## config.mk

```make
export PLATFORM = sky130hd
export DESIGN_NAME = fifo_read_drainer
export DESIGN_NICKNAME = d
export VERILOG_FILES = /design/src/rtl/fifo_pkg.sv /design/src/rtl/skid_buf2.sv /design/src/rtl/fifo_read_drainer.sv
export SDC_FILE = /design/constraint.sdc
export NUM_CORES = 1
export LEC_CHECK = 0
export CORE_MARGIN = 2
export CORE_UTILIZATION = 51
export DETAILED_ROUTE_END_ITERATION = 16
export PLACE_DENSITY = 0.88
export SYNTH_ARGS = -nofsm -noshare
export SYNTH_HDL_FRONTEND = slang
export SYNTH_SLANG_ARGS = --single-unit
```

## constraint.sdc

```tcl
create_clock -name rclk -period 2.6 [get_ports rclk]
set_input_delay 0.52 -clock rclk [delete_from_list [all_inputs] [get_ports rclk]]
set_output_delay 0.52 -clock rclk [all_outputs]
set_load 0.1 [all_outputs]
```

## src/rtl/fifo_pkg.sv

```systemverilog
// Shared read/write-side FIFO constants: default data and counter widths, fixed read latency.
// Latency: n/a (constants only).
// Backpressure: n/a.
package fifo_pkg;
    localparam int DATA_WIDTH_DEF = 8;
    localparam int CNT_WIDTH_DEF  = 16;
    localparam int READ_LATENCY   = 1;
endpackage

```

## src/rtl/skid_buf2.sv

```systemverilog
// Two-entry in-order buffer; dout is always the oldest entry.
// Latency: push visible on dout the cycle after; push and pop may coincide.
// Backpressure: caller must not push when full without a same-cycle pop.
module skid_buf2 #(
    parameter int WIDTH = 8
) (
    input  logic             clk,
    input  logic             rst,
    input  logic             push,
    input  logic [WIDTH-1:0] din,
    input  logic             pop,
    output logic [WIDTH-1:0] dout,
    output logic [1:0]       occ
);
    logic [WIDTH-1:0] ent0;
    logic [WIDTH-1:0] ent1;

    assign dout = ent0;

    always_ff @(posedge clk) begin
        if (rst) begin
            occ  <= 2'd0;
            ent0 <= '0;
            ent1 <= '0;
        end else begin
            case ({push, pop})
                2'b10: begin
                    if (occ == 2'd0) ent0 <= din;
                    else             ent1 <= din;
                    occ <= occ + 2'd1;
                end
                2'b01: begin
                    ent0 <= ent1;
                    occ  <= occ - 2'd1;
                end
                2'b11: begin
                    // Head leaves; incoming word goes behind whatever remains.
                    if (occ == 2'd2) begin
                        ent0 <= ent1;
                        ent1 <= din;
                    end else begin
                        ent0 <= din;
                    end
                end
                default: ;
            endcase
        end
    end
endmodule

```

## src/rtl/fifo_read_drainer.sv

```systemverilog
// Pops the FIFO read port and re-presents words as a framed valid/ready stream.
// Latency: 2 cycles from pop to m_valid; sustains 1 word/cycle unstalled.
// Backpressure: pops only when the 2-entry buffer has room, so at most 2 words leave the FIFO while stalled.
module fifo_read_drainer
    import fifo_pkg::*;
#(
    parameter int DATA_WIDTH = DATA_WIDTH_DEF,
    parameter int PKT_LEN    = 4,
    parameter int CNT_WIDTH  = CNT_WIDTH_DEF
) (
    input  logic                  rclk,
    input  logic                  rrst,
    input  logic                  enable,
    input  logic                  fifo_empty,
    output logic                  fifo_r_en,
    input  logic [DATA_WIDTH-1:0] fifo_r_data,
    output logic                  m_valid,
    input  logic                  m_ready,
    output logic [DATA_WIDTH-1:0] m_data,
    output logic                  m_last,
    output logic [CNT_WIDTH-1:0]  word_count,
    output logic [CNT_WIDTH-1:0]  pkt_count
);
    localparam logic [7:0] LAST_IDX = 8'(PKT_LEN - 1);

    logic [1:0]              occ;
    logic [READ_LATENCY-1:0] inflight;
    logic [2:0]              committed;
    logic                    pop;
    logic [7:0]              beat_idx;

    assign pop       = m_valid & m_ready;
    assign committed = {1'b0, occ} + 3'(inflight);
    // A slot freed by this cycle's pop may be refilled by a read issued in the same cycle.
    assign fifo_r_en = enable & ~fifo_empty & ~rrst &
                       ((committed < 3'd2) | ((committed == 3'd2) & pop));
    assign m_valid   = (occ != 2'd0);
    assign m_last    = m_valid & (beat_idx == LAST_IDX);

    skid_buf2 #(
        .WIDTH (DATA_WIDTH)
    ) u_buf (
        .clk  (rclk),
        .rst  (rrst),
        .push (inflight[0]),
        .din  (fifo_r_data),
        .pop  (pop),
        .dout (m_data),
        .occ  (occ)
    );

    always_ff @(posedge rclk) begin
        if (rrst) begin
            inflight   <= '0;
            beat_idx   <= 8'd0;
            word_count <= '0;
            pkt_count  <= '0;
        end else begin
            inflight <= fifo_r_en;
            if (pop) begin
                word_count <= word_count + 1'b1;
                if (beat_idx == LAST_IDX) begin
                    beat_idx  <= 8'd0;
                    pkt_count <= pkt_count + 1'b1;
                end else begin
                    beat_idx <= beat_idx + 8'd1;
                end
            end
        end
    end
endmodule

```

## After elaboration in Yosys (flattened, before gate mapping)

Cells that the tools add are included.
Widths: inputs -> output; s select.

| storage, ports and cells | value |
|---|---|
| bits of input ports | 13 |
| word-level logic and storage cells | 48 |
| bits in registers | 59 |
| output and inout bits | 43 |

| operators by class | value |
|---|---|
| reductions and logical operators | 8 |
| mux-type cells | 8 |
| equal/unequal tests | 9 |
| add/sub/neg operators | 6 |
| bitwise gates (word level) | 9 |
| $lt $le $gt $ge | 1 |

Operators with widths:

| kind | count |
|---|---|
| $mux 8 | 5 |
| $add 16x1->16 const B | 2 |
| $pmux 8 s3 | 1 |
| $pmux 8 s2 | 1 |
| $add 8x1->8 const B | 1 |
| $eq 8x2->1 const B | 1 |
| $and 1x1->1 | 6 |
| $eq 2x2->1 const B | 3 |
| $reduce_bool 2->1 | 3 |
| $ne 2x1->1 const B | 2 |
| $pmux 2 s2 | 1 |
| $reduce_and 2->1 | 2 |
| $add 2x1->3 | 1 |
| $eq 3x2->1 const B | 1 |
| $lt 3x2->1 const B | 1 |
| $reduce_and 3->1 | 1 |
| $reduce_bool 3->1 | 1 |
| $add 2x1->2 const B | 1 |
| $eq 2x1->1 const B | 1 |
| $logic_not 2->1 | 1 |
| $ne 2x2->1 const B | 1 |
| $not 1->1 | 2 |
| $sub 2x1->2 const B | 1 |
| $or 1x1->1 | 1 |

## Logic depth before layout (Yosys ltp)

| logic depth | value |
|---|---|
| depth after elaboration | 5 |
| gate-level depth with buffers | 9 |
| depth with buffers taken out | 7 |

## Hierarchy

Synthesis repeated with hierarchy kept, for this count alone.

| second synthesis, totals | value |
|---|---|
| cell total of the unflattened synthesis | 326 |
| area total of the unflattened synthesis | 2927.8 µm² |

By module, submodules not included:

| module | seq. area each (µm²) | times used | cells each | area an instance (µm²) |
|---|---|---|---|---|
| fifo_read_drainer | 820.8 | 1 | 217 | 1975.6 |
| skid_buf2 | 360.3 | 1 | 109 | 952.2 |

## Worst setup path before layout

Ideal clock, no wire load.

| timing | value |
|---|---|
| path kind | reg2out |
| start | register inflight |
| end | output port fifo_r_en |
| arrival | 4.027 ns |
| buffers on the path | 0 |
| cell stages (with the launch flop) | 6 |
| slack | -1.947 ns |
| path through | dfxtp_1 > ha_1 > inv_1 > ha_1 > a31oi_1 > nor4b_1 |

| on the way | value |
|---|---|
| cells in the longest elaborated chain, start to end | 5 |

RTL lines:

| element | RTL line | source |
|---|---|---|
| start: declaration | fifo_read_drainer.sv:27 | `logic [READ_LATENCY-1:0] inflight;` |
| start signal: assignment | fifo_read_drainer.sv:59 | `inflight <= fifo_r_en;` |
| $add 2x1->3 (*) | fifo_read_drainer.sv:33 | `assign committed = {1'b0, occ} + 3'(inflight);` |
| branches (longest 2 deep; another with $lt 3x2->1) | n/a |  |
| $or 1x1->1 (*) | fifo_read_drainer.sv:36 | `((committed < 3'd2) \| ((committed == 3'd2) & pop));` |
| $and 1x1->1 (*) | fifo_read_drainer.sv:35 | `assign fifo_r_en = enable & ~fifo_empty & ~rrst &` |
| end: declaration | fifo_read_drainer.sv:15 | `output logic fifo_r_en,` |

Every way passes the cells marked *.

## Final worst setup path

| timing | value |
|---|---|
| start | input port m_ready |
| end | output port fifo_r_en |

| on the way | value |
|---|---|
| cells in the longest elaborated chain, start to end | 4 |

RTL lines:

| element | RTL line | source |
|---|---|---|
| start: declaration | fifo_read_drainer.sv:18 | `input logic m_ready,` |
| $and 1x1->1 | fifo_read_drainer.sv:32 | `assign pop = m_valid & m_ready;` |
| $and 1x1->1 | fifo_read_drainer.sv:36 |  |
| $or 1x1->1 | fifo_read_drainer.sv:36 |  |
| $and 1x1->1 | fifo_read_drainer.sv:35 |  |

Every way passes these cells.

==> run_results.csv <==
group,metric,value,unit
logic_synthesis,netlist_instances,305,
logic_synthesis,yosysWarnings,0,
layout,final_cell_mix,"58 x dfxtp_1, 49 x buf_4, 36 x nor2_1",
logic_synthesis,synth-async-reset-ratio,0,%
power,p_leak,1.41,nW
grt,grt.overflow.total,0,
detailed_routing,vias,2479,
detailed_routing,ant_nets,0,
clock_network,cts_sinks,59,
logic_synthesis,synth_flop_cell,"dfxtp_1",
floorplan,fp.dieH,77.8,um
clock_network,cts_tree,"built",
detailed_routing,dr_wl_met2,2990,um
placed_design,port_buffers,55,
layout,register_area,0.00118,mm^2
clock_network,htreeDepth,3,
grt,grtUsageTotal,20.8,%
detailed_routing,top_layer_used,"met4",
sta,drv_slew,0,
floorplan,die-area,0.00605,mm^2
logic_synthesis,ys_types,43,
placed_design,hpwl,4090,um
sta,rsz0062_at_grt,"no",
sta,worst_pin_slew,0.716,ns
critical_path,setup.worst_path.start_class,"input port",
layout,area_growth,28.3,%
clock_network,clk_path_buf_depth,2,
clock_network,cts_resized,0,
critical_path,critPathKind,"in -> out",
detailed_routing,routed_via_density,5.61,
hold_path,min_path_type,"reg -> reg",
sta,fmax,404,MHz
critical_path,endpoint_kind,"output pin",
critical_path,critPathMaxFanout,5,
grt,grt_start_max_net_pins,56,
detailed_routing,wire_per_inst,14.1,um
logic_synthesis,synth_edf_count,0,
floorplan,pin_count,56,
logic_synthesis,yosysSeqAreaShare,42.5,%
sta,relSlewSlack,52.1,%
sta,finalHoldViolCount,0,
sta,finalClockSkew,0.00866,ns
floorplan,rows,26,
critical_path,cp_data_required_time,2.08,ns
layout,multiInputGateArea,0.00150,mm^2
power,powerDensity,734,mW/mm^2
detailed_routing,dr.pass1.iters,4,
placed_design,place.gp.congestion,0.783,
floorplan,die-width,77.8,um
logic_synthesis,syn_nets,327,
logic_synthesis,ys_seq_elements,59,
grt,antenna_found_initial,0,
detailed_routing,wirelength,6210,um
critical_path,r2r_slack,0.39,ns
critical_path,cp_data_arrival_time,1.95,ns
sta,min_period,2.47,ns
clock_network,ctsHoldBuffers,0,
power,ir_drop,0.376,mV
sta,fin_ws,0.126,ns
layout,n_fill_cell,389,
detailed_routing,post-route-drc-count,0,
detailed_routing,drt-met1-wl,2860,um
detailed_routing,drt_iter0_markers,146,
clock_network,clock_latency,0.34,ns
detailed_routing,wl_met3,232,um
run_status,outcome,"complete, no violations",
flow_run,cap_violations,0,
floorplan,initial_utilization,53.7,%
clock_network,root_buffer,"clkbuf_8",
layout,nNetsFinal,389,
logic_synthesis,avgSynthCellArea,9.11,um^2
logic_synthesis,syn_area,0.00278,mm^2
sta,finalCritPeriodShare,95.2,%
clock_network,cts_setup_buffers,0,
clock_network,cts_made_buffers,9,
clock_network,clk_pin_slew,0.07,ns
sta,setup_viol,0,
placed_design,pre_cts_slack,-0.0256,ns
layout,drive_above_1_share,21.5,%
floorplan,core,0.00517,mm^2
layout,mostFrequentLayoutCell,"dfxtp_1",
grt,first_global_vias,2259,
grt,grt_pass1_wl,10100,um
sta,timing.hold.ws,0.494,ns
layout,diodes,0,
registers in the layout (all words and copies together) (netlist names):
signal / flops
pkt_count: 16
word_count: 16
beat_idx: 8
u_buf.dout: 8
u_buf.ent1: 8
u_buf.occ: 2
inflight: 1
kinds of logic (layout without fill, tap and decap cells):
| family | Yosys count | in the layout | synth area share (%) |
|---|---|---|---|
| AND/OR/NAND/NOR | 132 | 132 | 26.1 |
| flip-flops | 59 | 59 | 42.5 |
| AO/OA/AOI/OAI | 51 | 51 | 12.2 |
| XOR/XNOR | 23 | 23 | 7.25 |
| buffers and inverters | 21 | 88 | 4.23 |
| multiplexers | 10 | 10 | 3.65 |
| adder cells (fa/ha/maj) | 9 | 9 | 4.05 |
per-stage QoR:
step / std cells / instance area (um^2) / TNS [ns] / power, W / utilization [%]
floorplan: 305 / 2800 / 0 / 0.00148 / -
detailed placement: 426 / 3320 / -0.0256 / 0.00161 / 64.2
global placement: 426 / 3320 / 0 / 0.00160 / 64.2
finish: 442 / 3560 / 0 / 0.00261 / 68.9
global route: 442 / 3560 / 0 / 0.00269 / 68.9
CTS: 442 / 3560 / 0 / 0.00262 / 68.9
final timing paths:
| kind | startpoint | end | depth (start not counted) |
|---|---|---|---|
| hold / removal | pkt_count[15] | pkt_count[15] | 2 |
| hold reg to reg | pkt_count[15] | pkt_count[15] | 2 |
| setup reg to reg | u_buf.occ[1] | u_buf.dout[6] | 7 |
| setup / recovery | m_ready | fifo_r_en | 6 |
layer usage:
metal | GRT usage, % | vias to the layer above
met5 | 0 | -
met4 | 12.9 | 0
met3 | 3.49 | 8
met2 | 33.9 | 55
met1 | 25.6 | 1186
li1 | - | 1230
report_power, final:
group	leakage [nW]	switching, W	internal (W)
registers	0.477	0.0000346	0.000949
clock network	0.119	0.000381	0.000634
logic	0.817	0.000448	0.000167
total	1.41	0.000863	0.00175
cells in the mapped netlist, types with 4 or more instances:
cell,n,area (um^2)
a221oi_1,8,70.1
nor4_1,4,25.0
o21ai_0,11,55.1
nand4_1,12,75.1
o31ai_1,4,30.0
inv_1,9,33.8
or4_1,5,37.5
xor2_1,14,123
xnor2_1,9,78.8
mux2i_1,9,90.1
or3_1,12,75.1
clkbuf_1,5,18.8
nor2_1,37,139
nand3_1,9,45.0
nor3_1,11,55.1
ha_1,9,113
nor2b_1,10,62.6
nand2_1,18,67.6
dfxtp_1,59,1180
a21oi_1,18,90.1
and3_1,5,31.3
layout make-up:
cell class	instances	share of cell area [%]
clock buffer	9	3.48
clock inverter	7	3.27
inverter	9	0.948
multi-input combinational	225	42.0
sequential	59	33.2
tap	70	2.46
timing repair buffer	63	14.7
worst max-delay path: stages:
cell             delay [ns]
clkdlybuf4s50_1        0.53
o21ai_2                0.08
inv_1                  0.14
a31oi_1                0.18
nor4b_4                0.29
buf_12                 0.21
Note: power is estimated with default switching activity, not from simulation.
